--- src/rtl/pwm_deadband_pkg.sv ---
// -----------------------------------------------------------------------------
// pwm_deadband_pkg
//   Shared types and defaults for the complementary dead-time generator.
//   - dt_state_e       : per-channel gate FSM state encoding
//   - DT_WIDTH_DEFAULT : default dead-time counter width (cycles)
// -----------------------------------------------------------------------------
package pwm_deadband_pkg;

    localparam int DT_WIDTH_DEFAULT = 8;

    typedef enum logic [2:0] {
        ST_OFF   = 3'd0,
        ST_LO    = 3'd1,
        ST_DT_LH = 3'd2,
        ST_HI    = 3'd3,
        ST_DT_HL = 3'd4
    } dt_state_e;

endpackage

--- src/rtl/pwm_dt_channel.sv ---
// -----------------------------------------------------------------------------
// pwm_dt_channel
//   One dead-time channel: gate FSM, dead-time down-counter and output decode.
//   Ports:
//     clk_i      in  clock
//     rst_ni     in  asynchronous active-low reset
//     run_i      in  channel may drive (enable, valid, no fault)
//     pwm_i      in  raw PWM level
//     dt_rise_i  in  dead time before high-side turn-on (cycles)
//     dt_fall_i  in  dead time before low-side turn-on (cycles)
//     hi_o       out high-side gate
//     lo_o       out low-side gate
//     oe_o       out channel is driving (state not OFF)
// -----------------------------------------------------------------------------
module pwm_dt_channel
    import pwm_deadband_pkg::*;
#(
    parameter int DT_WIDTH = DT_WIDTH_DEFAULT
) (
    input  logic                clk_i,
    input  logic                rst_ni,
    input  logic                run_i,
    input  logic                pwm_i,
    input  logic [DT_WIDTH-1:0] dt_rise_i,
    input  logic [DT_WIDTH-1:0] dt_fall_i,
    output logic                hi_o,
    output logic                lo_o,
    output logic                oe_o
);

    dt_state_e           state_q, state_d;
    logic [DT_WIDTH-1:0] cnt_q, cnt_d;

    // Counter preload on entry to a dead-time state. The interval lasts
    // cnt+1 cycles, so load dt-1; a zero dead time still yields one cycle
    // (only used on the OFF->DT_LH path, where a gap is mandatory).
    function automatic logic [DT_WIDTH-1:0] dt_load(input logic [DT_WIDTH-1:0] dt);
        return (dt == '0) ? '0 : dt - 1'b1;
    endfunction

    always_ff @(posedge clk_i or negedge rst_ni) begin
        if (!rst_ni) begin
            state_q <= ST_OFF;
            cnt_q   <= '0;
        end else begin
            state_q <= state_d;
            cnt_q   <= cnt_d;
        end
    end

    always_comb begin
        state_d = state_q;
        cnt_d   = cnt_q;
        if (!run_i) begin
            state_d = ST_OFF;
        end else begin
            case (state_q)
                ST_OFF: begin
                    // Leaving OFF toward the high side always passes through
                    // dead time, so a fault recovery can never shoot through.
                    if (pwm_i) begin
                        state_d = ST_DT_LH;
                        cnt_d   = dt_load(dt_rise_i);
                    end else begin
                        state_d = ST_LO;
                    end
                end
                ST_LO: begin
                    if (pwm_i) begin
                        if (dt_rise_i == '0) begin
                            state_d = ST_HI;
                        end else begin
                            state_d = ST_DT_LH;
                            cnt_d   = dt_load(dt_rise_i);
                        end
                    end
                end
                ST_DT_LH: begin
                    if (!pwm_i) begin
                        state_d = ST_LO;
                    end else if (cnt_q == '0) begin
                        state_d = ST_HI;
                    end else begin
                        cnt_d = cnt_q - 1'b1;
                    end
                end
                ST_HI: begin
                    if (!pwm_i) begin
                        if (dt_fall_i == '0) begin
                            state_d = ST_LO;
                        end else begin
                            state_d = ST_DT_HL;
                            cnt_d   = dt_load(dt_fall_i);
                        end
                    end
                end
                ST_DT_HL: begin
                    if (pwm_i) begin
                        state_d = ST_HI;
                    end else if (cnt_q == '0) begin
                        state_d = ST_LO;
                    end else begin
                        cnt_d = cnt_q - 1'b1;
                    end
                end
                default: begin
                    state_d = ST_OFF;
                end
            endcase
        end
    end

    // Decode straight from the state register: a single state can never
    // assert both gates, and async reset clears them without a clock.
    assign hi_o = (state_q == ST_HI);
    assign lo_o = (state_q == ST_LO);
    assign oe_o = (state_q != ST_OFF);

endmodule

--- src/rtl/pwm_deadband.sv ---
// -----------------------------------------------------------------------------
// pwm_deadband
//   Complementary dead-time generator for CH PWM channels with a sticky fault.
//   Ports:
//     clk_i        in  clock (PWM core clock)
//     rst_ni       in  asynchronous active-low reset
//     en_i         in  global enable
//     pwm_i        in  [CH] raw PWM per channel
//     pwm_oe_i     in  [CH] PWM valid per channel
//     dt_rise_i    in  [DT_WIDTH] dead time before high-side turn-on
//     dt_fall_i    in  [DT_WIDTH] dead time before low-side turn-on
//     fault_i      in  external fault, active-high
//     fault_clr_i  in  pulse clearing the latched fault
//     pwm_hi_o     out [CH] high-side gates
//     pwm_lo_o     out [CH] low-side gates
//     oe_o         out [CH] channel driving
//     fault_o      out latched fault flag
// -----------------------------------------------------------------------------
module pwm_deadband
    import pwm_deadband_pkg::*;
#(
    parameter int CH       = 2,
    parameter int DT_WIDTH = DT_WIDTH_DEFAULT
) (
    input  logic                clk_i,
    input  logic                rst_ni,
    input  logic                en_i,
    input  logic [CH-1:0]       pwm_i,
    input  logic [CH-1:0]       pwm_oe_i,
    input  logic [DT_WIDTH-1:0] dt_rise_i,
    input  logic [DT_WIDTH-1:0] dt_fall_i,
    input  logic                fault_i,
    input  logic                fault_clr_i,
    output logic [CH-1:0]       pwm_hi_o,
    output logic [CH-1:0]       pwm_lo_o,
    output logic [CH-1:0]       oe_o,
    output logic                fault_o
);

    logic          fault_q;
    logic [CH-1:0] run;

    // Set dominates clear so a clear pulse during an active fault is ignored.
    always_ff @(posedge clk_i or negedge rst_ni) begin
        if (!rst_ni) begin
            fault_q <= 1'b0;
        end else if (fault_i) begin
            fault_q <= 1'b1;
        end else if (fault_clr_i) begin
            fault_q <= 1'b0;
        end
    end

    assign fault_o = fault_q;

    // Raw fault_i is included so the gates drop on the same edge the fault
    // is first seen, not one cycle later via the latch.
    assign run = pwm_oe_i & {CH{en_i & ~fault_q & ~fault_i}};

    for (genvar c = 0; c < CH; c++) begin : g_ch
        pwm_dt_channel #(
            .DT_WIDTH (DT_WIDTH)
        ) u_ch (
            .clk_i     (clk_i),
            .rst_ni    (rst_ni),
            .run_i     (run[c]),
            .pwm_i     (pwm_i[c]),
            .dt_rise_i (dt_rise_i),
            .dt_fall_i (dt_fall_i),
            .hi_o      (pwm_hi_o[c]),
            .lo_o      (pwm_lo_o[c]),
            .oe_o      (oe_o[c])
        );
    end

endmodule

--- config.mk ---
export PLATFORM = sky130hd
export DESIGN_NAME = pwm_deadband
export DESIGN_NICKNAME = d
export VERILOG_FILES = /design/src/rtl/pwm_deadband_pkg.sv /design/src/rtl/pwm_dt_channel.sv /design/src/rtl/pwm_deadband.sv
export SDC_FILE = /design/constraint.sdc
export NUM_CORES = 1
export LEC_CHECK = 0
export BUFFER_PORTS_ARGS = -buffer_cell sky130_fd_sc_hd__buf_2
export CORE_MARGIN = 3
export CORE_UTILIZATION = 25
export CTS_BUF_LIST = sky130_fd_sc_hd__clkbuf_8
export DETAILED_ROUTE_END_ITERATION = 16
export MAX_ROUTING_LAYER = met4
export PLACE_DENSITY = 0.4
export SLEW_MARGIN = 20
export SYNTH_ARGS = -nofsm -noshare
export SYNTH_HDL_FRONTEND = slang
export SYNTH_HIERARCHICAL = 1
export SYNTH_SLANG_ARGS = --single-unit
--- constraint.sdc ---
create_clock -name clk_i -period 3.2 [get_ports clk_i]
set_input_delay 0.16 -clock clk_i [delete_from_list [all_inputs] [get_ports clk_i]]
set_output_delay 0.16 -clock clk_i [all_outputs]
set_load 0.1 [all_outputs]
# Word-level counts from Yosys, hierarchy flattened
# Index checks and enable logic that the tools add are counted.
# word_totals
ff_bits,23
in_bits,25
output_inout_bits,7
# classes
n_addsub,4
n_eq_ne,30
mux,39
n_bitwise,5
reduce_logical,15
# op_table
op,count
8-bit two-way mux,15
8-bit case mux with 5 select lines,2
3-bit two-way mux,15
8-bit logical NOT,4
8-bit by 1-bit subtractor with 8-bit output (second input constant),4
3-bit case mux with 5 select lines,2
2-bit inequality test (second input constant),14
9-bit AND reduction,2
4-bit by 3-bit inequality test with 1-bit output (second input constant),4
3-bit by 2-bit == test with 1-bit output (second input constant),4
3-bit inequality test (second input constant),4
5-bit nonzero test,2
4-bit AND reduction,2
3-bit by 1-bit == test with 1-bit output (second input constant),2
3-bit == test (second input constant),2
3-bit logical NOT,2
3-bit nonzero test,2
2-bit two-way mux,2
1-bit two-way mux,3
1-bit bitwise AND,2
2-bit bitwise AND,1
1-bit inverter,2
2-bit nonzero test,1

# Longest topological paths before layout
# depth
word_depth,6
depth_mapped,10
depth_no_buf,9

# Cells and area by module
# Netlist, hierarchy kept.
# modules_own_cells
mod,n_inst,cells_each,area_each_um2
pwm_dt_channel at g_ch[0].u_ch,1,141,1283.7
pwm_dt_channel at g_ch[1].u_ch,1,141,1251.2
pwm_deadband,1,5,62.6

# Worst setup path before layout
# Ideal clock, no wire load.
# synth_timing
path_type,reg-to-reg
from,register g_ch[0].u_ch.state_q[2]
to,register g_ch[0].u_ch.cnt_q[4]
t_arrival_ns,4.008
path_slack_ns,-0.933
stages_incl_launch_ff,8
n_path_buf,2
path_cell_list,dfrtp_1 > buf_6 > buf_2 > nor3b_1 > a31oi_1 > nand3_4 > a21oi_4 > mux2_4
# synth_via
elab_chain_len,3
elab_cells_between_ends,15
classes_between,eq/ne (11); mux (1); reduce/logical (3)
# synth_lines
item,line_no,text
from (decl),pwm_dt_channel.sv:31,"dt_state_e state_q, state_d;"
from (signal assigned),pwm_dt_channel.sv:46,state_q <= state_d;
3-bit by 1-bit == test with 1-bit output (*),n/a,
net pwm_lo_o[0],pwm_deadband.sv:35,"output logic [CH-1:0] pwm_lo_o,"
5-bit nonzero test (no source line) or 2-bit inequality test (tied branches),n/a,
9-bit AND reduction (no source line),n/a,
to (signal assigned),pwm_dt_channel.sv:47,cnt_q <= cnt_d;
to (decl),pwm_dt_channel.sv:32,"logic [DT_WIDTH-1:0] cnt_q, cnt_d;"
# The timed path passes the listed nets; every way through them passes the cells marked *.
# A chain may end at the register's enable or synchronous reset.

# Worst setup path in the final report
# layout_timing
from,register g_ch[1].u_ch.state_q[1]
to,register g_ch[1].u_ch.cnt_q[6]
# layout_via
elab_chain_len,3
elab_cells_between_ends,15
classes_between,eq/ne (11); mux (1); reduce/logical (3)
# layout_lines
item,line_no,text
from (decl),pwm_dt_channel.sv:31,
from (signal assigned),pwm_dt_channel.sv:46,
3-bit by 2-bit == test with 1-bit output (tied with other cells),pwm_dt_channel.sv:57,case (state_q)
5-bit nonzero test (no source line) or 2-bit inequality test (tied branches),n/a,
9-bit AND reduction (no source line),n/a,
to (signal assigned),pwm_dt_channel.sv:47,
to (decl),pwm_dt_channel.sv:32,
# Several ways; a longest one is shown, not always the timed one.

==> run metrics <==
1st-pass router iterations 4; overall routed net length 7480 µm; Syn Nets 318; Starting Density 26.1%; Switch Pwr 0.351 mW; Reg2Reg Depth 7; clock root cell clkbuf_8; mux cell area share after synthesis 8.77%; Yosys top cell by area dfrtp_1; hold endpoint fault_o$_DFFE_PN0P_; global-route wire length before repair 12400 µm; CP Data Arrival Time 2.73 ns; Ports 32; worst-path fanout max 16; Pint 0.581 mW; clock power share 20.8%; Core Region 9950 µm²; Area growth syn-to-layout 13.2%; synthesis-stage register bit count 23; Crit Path Category flip-flop to flip-flop; TNS Setup 0 ns; via count 2321; max frequency 0.398 GHz; RSZ-0062 raised after global routing no; most common cell after layout, fill and taps aside buf_2; power per cell area 317 nW/µm²; vias per cell 5.15; Ant. Diodes 0; Max-Cap Viols 0; Slew @ Worst Pin 0.602 ns; Rows 36; GR Util All Layers 13.7%; Synth Area in XOR/XNOR 6.70%; post-CTS resize count 0; Top FF cell, synth dfrtp_1; H-tree Lvls 1; Slew Limit Fails 0; CTS Buf Count 3; Iter 0 DRT Violations 159; most frequent cells in the layout 31 x buf_2, 23 x dfrtp_1, 20 x nor2_1; initial antenna violation count 0; main combinational cell family by area after synthesis simple AND/OR/NAND/NOR gates; gr ovfl total 0; Setup Skew 0.00837 ns; EDFF count, synth 0; worst vdd ir 0.000103 V; Final period util 78.6%; dpl ws 0.714 ns; PortBufs 31; clock sink count 23; share of flip-flops with an asynchronous set or reset 100%; die width 108 µm; Min-Delay Path Depth 2; status complete, no violations; Unique masters post-synth 80; synth warn 6; clk_lat worst skew 0.27 ns; sequential-to-total area share from yosys stat 22.2%; nets 350; Sequential Power Share 46.7%; P_leak 1.11 nW; Gate power share 32.5%; Sw Ratio 37.7%; Synth top area share 22.2%; Clock transition at path regs 0.10 ns; max_slew headroom 59.5%; mapped cell area 2600 µm²; startpoint types flip-flop; Antenna Violating Nets Remaining 0; Adder-Cell Fraction of Synth Area 2.89%; post-route minimum period 2.51 ns; Worst Path Required 3.42 ns; largest net degree at the start of global routing 24; Power Total 0.932 mW; post-synthesis compound-gate area fraction 23.4%; ranking of synthesized cells by area dfrtp_1 22%, mux2_4 4.0%, mux2i_1 3.9%, xor2_1 3.4%, ha_1 2.9%; R2R Path End g_ch[1].u_ch/cnt_q[6]$_DFFE_PN0P_; Min Hold Slack 0.0881 ns; Post-Syn Instances 287; layout cells sized above 1 25.2%; chip height 108 µm; CTS tree built; final core occ 29.5%; placed wire-length estimate 5780 µm; Worst R2R Setup Slack 0.69 ns; clk buf depth 2; Crit. Startpoint g_ch[1].u_ch/state_q[1]$_DFFE_PN0P_; kind of end point of the critical path flip-flop; syn avg cell area 9.05 µm²; Routability Congestion 0.823; vias in the first global route 2344; Hold Path Class primary input to flip-flop; Synth Area in Simple Gates 31.2%; HP Start fault_i; R2R Path Start g_ch[1].u_ch/state_q[1]$_DFFE_PN0P_; Die ar. 11600 µm²; drc violations 0; Setup violations, final 0; fin worst setup slack 0.686 ns; detailed-route wire length per cell 16.6 µm; Final Hold Fails 0
routing by layer:
| metal | global-route usage (%) | share of wire, % | up-vias |
|---|---|---|---|
| li1 | - | - | 1174 |
| met1 | 20.9 | 54 | 1091 |
| met2 | 19.0 | 42 | 50 |
| met3 | 1.25 | 2.6 | 6 |
| met4 | 3.88 | 1.2 | 0 |
| met5 | - | 0 | - |
logic make-up after synthesis:
kind of cell,Yosys count
AND/OR/NAND/NOR,126
AO/OA/AOI/OAI,74
multiplexers,18
buffers and inverters,21
flip-flops,23
adder cells (fa/ha/maj),6
XOR/XNOR,19
power groups by stage:
| stage | sequential, mW | clock (mW) | combinational, mW |
|---|---|---|---|
| floorplan | 0.419 | 0 | 0.218 |
| global placement | 0.441 | 0 | 0.305 |
| detailed placement | 0.440 | 0 | 0.304 |
| CTS | 0.435 | 0.204 | 0.306 |
| global route | 0.450 | 0.215 | 0.338 |
| finish | 0.435 | 0.194 | 0.303 |
worst max path at each step:
stage                                              to  cells past startpoint
floorplan           g_ch[0].u_ch/cnt_q[4]$_DFFE_PN0P_                      7
global placement    g_ch[1].u_ch/cnt_q[4]$_DFFE_PN0P_                      7
detailed placement  g_ch[1].u_ch/cnt_q[6]$_DFFE_PN0P_                      7
CTS                 g_ch[1].u_ch/cnt_q[6]$_DFFE_PN0P_                      7
global route        g_ch[0].u_ch/cnt_q[4]$_DFFE_PN0P_                      9
finish              g_ch[1].u_ch/cnt_q[6]$_DFFE_PN0P_                      7
area by class of cell:
| type | count | area (µm²) |
|---|---|---|
| sequential | 23 | 576 |
| tap | 133 | 166 |
| multi-input combinational | 243 | 1900 |
| clock inverter | 1 | 3.75 |
| timing repair buffer | 38 | 210 |
| clock buffer | 3 | 41.3 |
| inverter | 10 | 37.5 |
| fill | 1076 | 7020 |
synthesized netlist by cell type, types with 7 or more instances:
cell type	count
xnor2_1	8
nor3b_1	10
nor2_1	20
o21ai_0	12
nor3_1	13
dfrtp_1	23
mux2i_1	10
or4_1	7
mux2_4	7
nand2_1	15
inv_1	10
xor2_1	10
repair_timing:
item / CTS / global route
setup buffers: 0 / 0
hold buffers: 1 / 0
hold endpoints to repair: 23 / 0
sequential cells by signal, indices dropped and copies added, names as in the netlist:
name,flops
fault_o,1
g_ch.u_ch/cnt_q,16
g_ch.u_ch/state_q,6
stage by stage:
stage | std cells | instance area [µm²]
after floorplan | 287 | 2610
after global placement | 446 | 2880
after detailed placement | 446 | 2880
after CTS | 451 | 2940
after global routing | 451 | 2940
final | 451 | 2940
worst max-delay path, cell delays in order (launching register included):
cell and delay (ns):
dfrtp_1 0.50, nand2b_1 0.23, a21oi_4 0.49, mux2i_1 0.30
ha_1 0.35, nor3_2 0.09, a2111oi_2 0.29, o22a_1 0.19
Note: power is estimated with default switching activity, not from simulation.
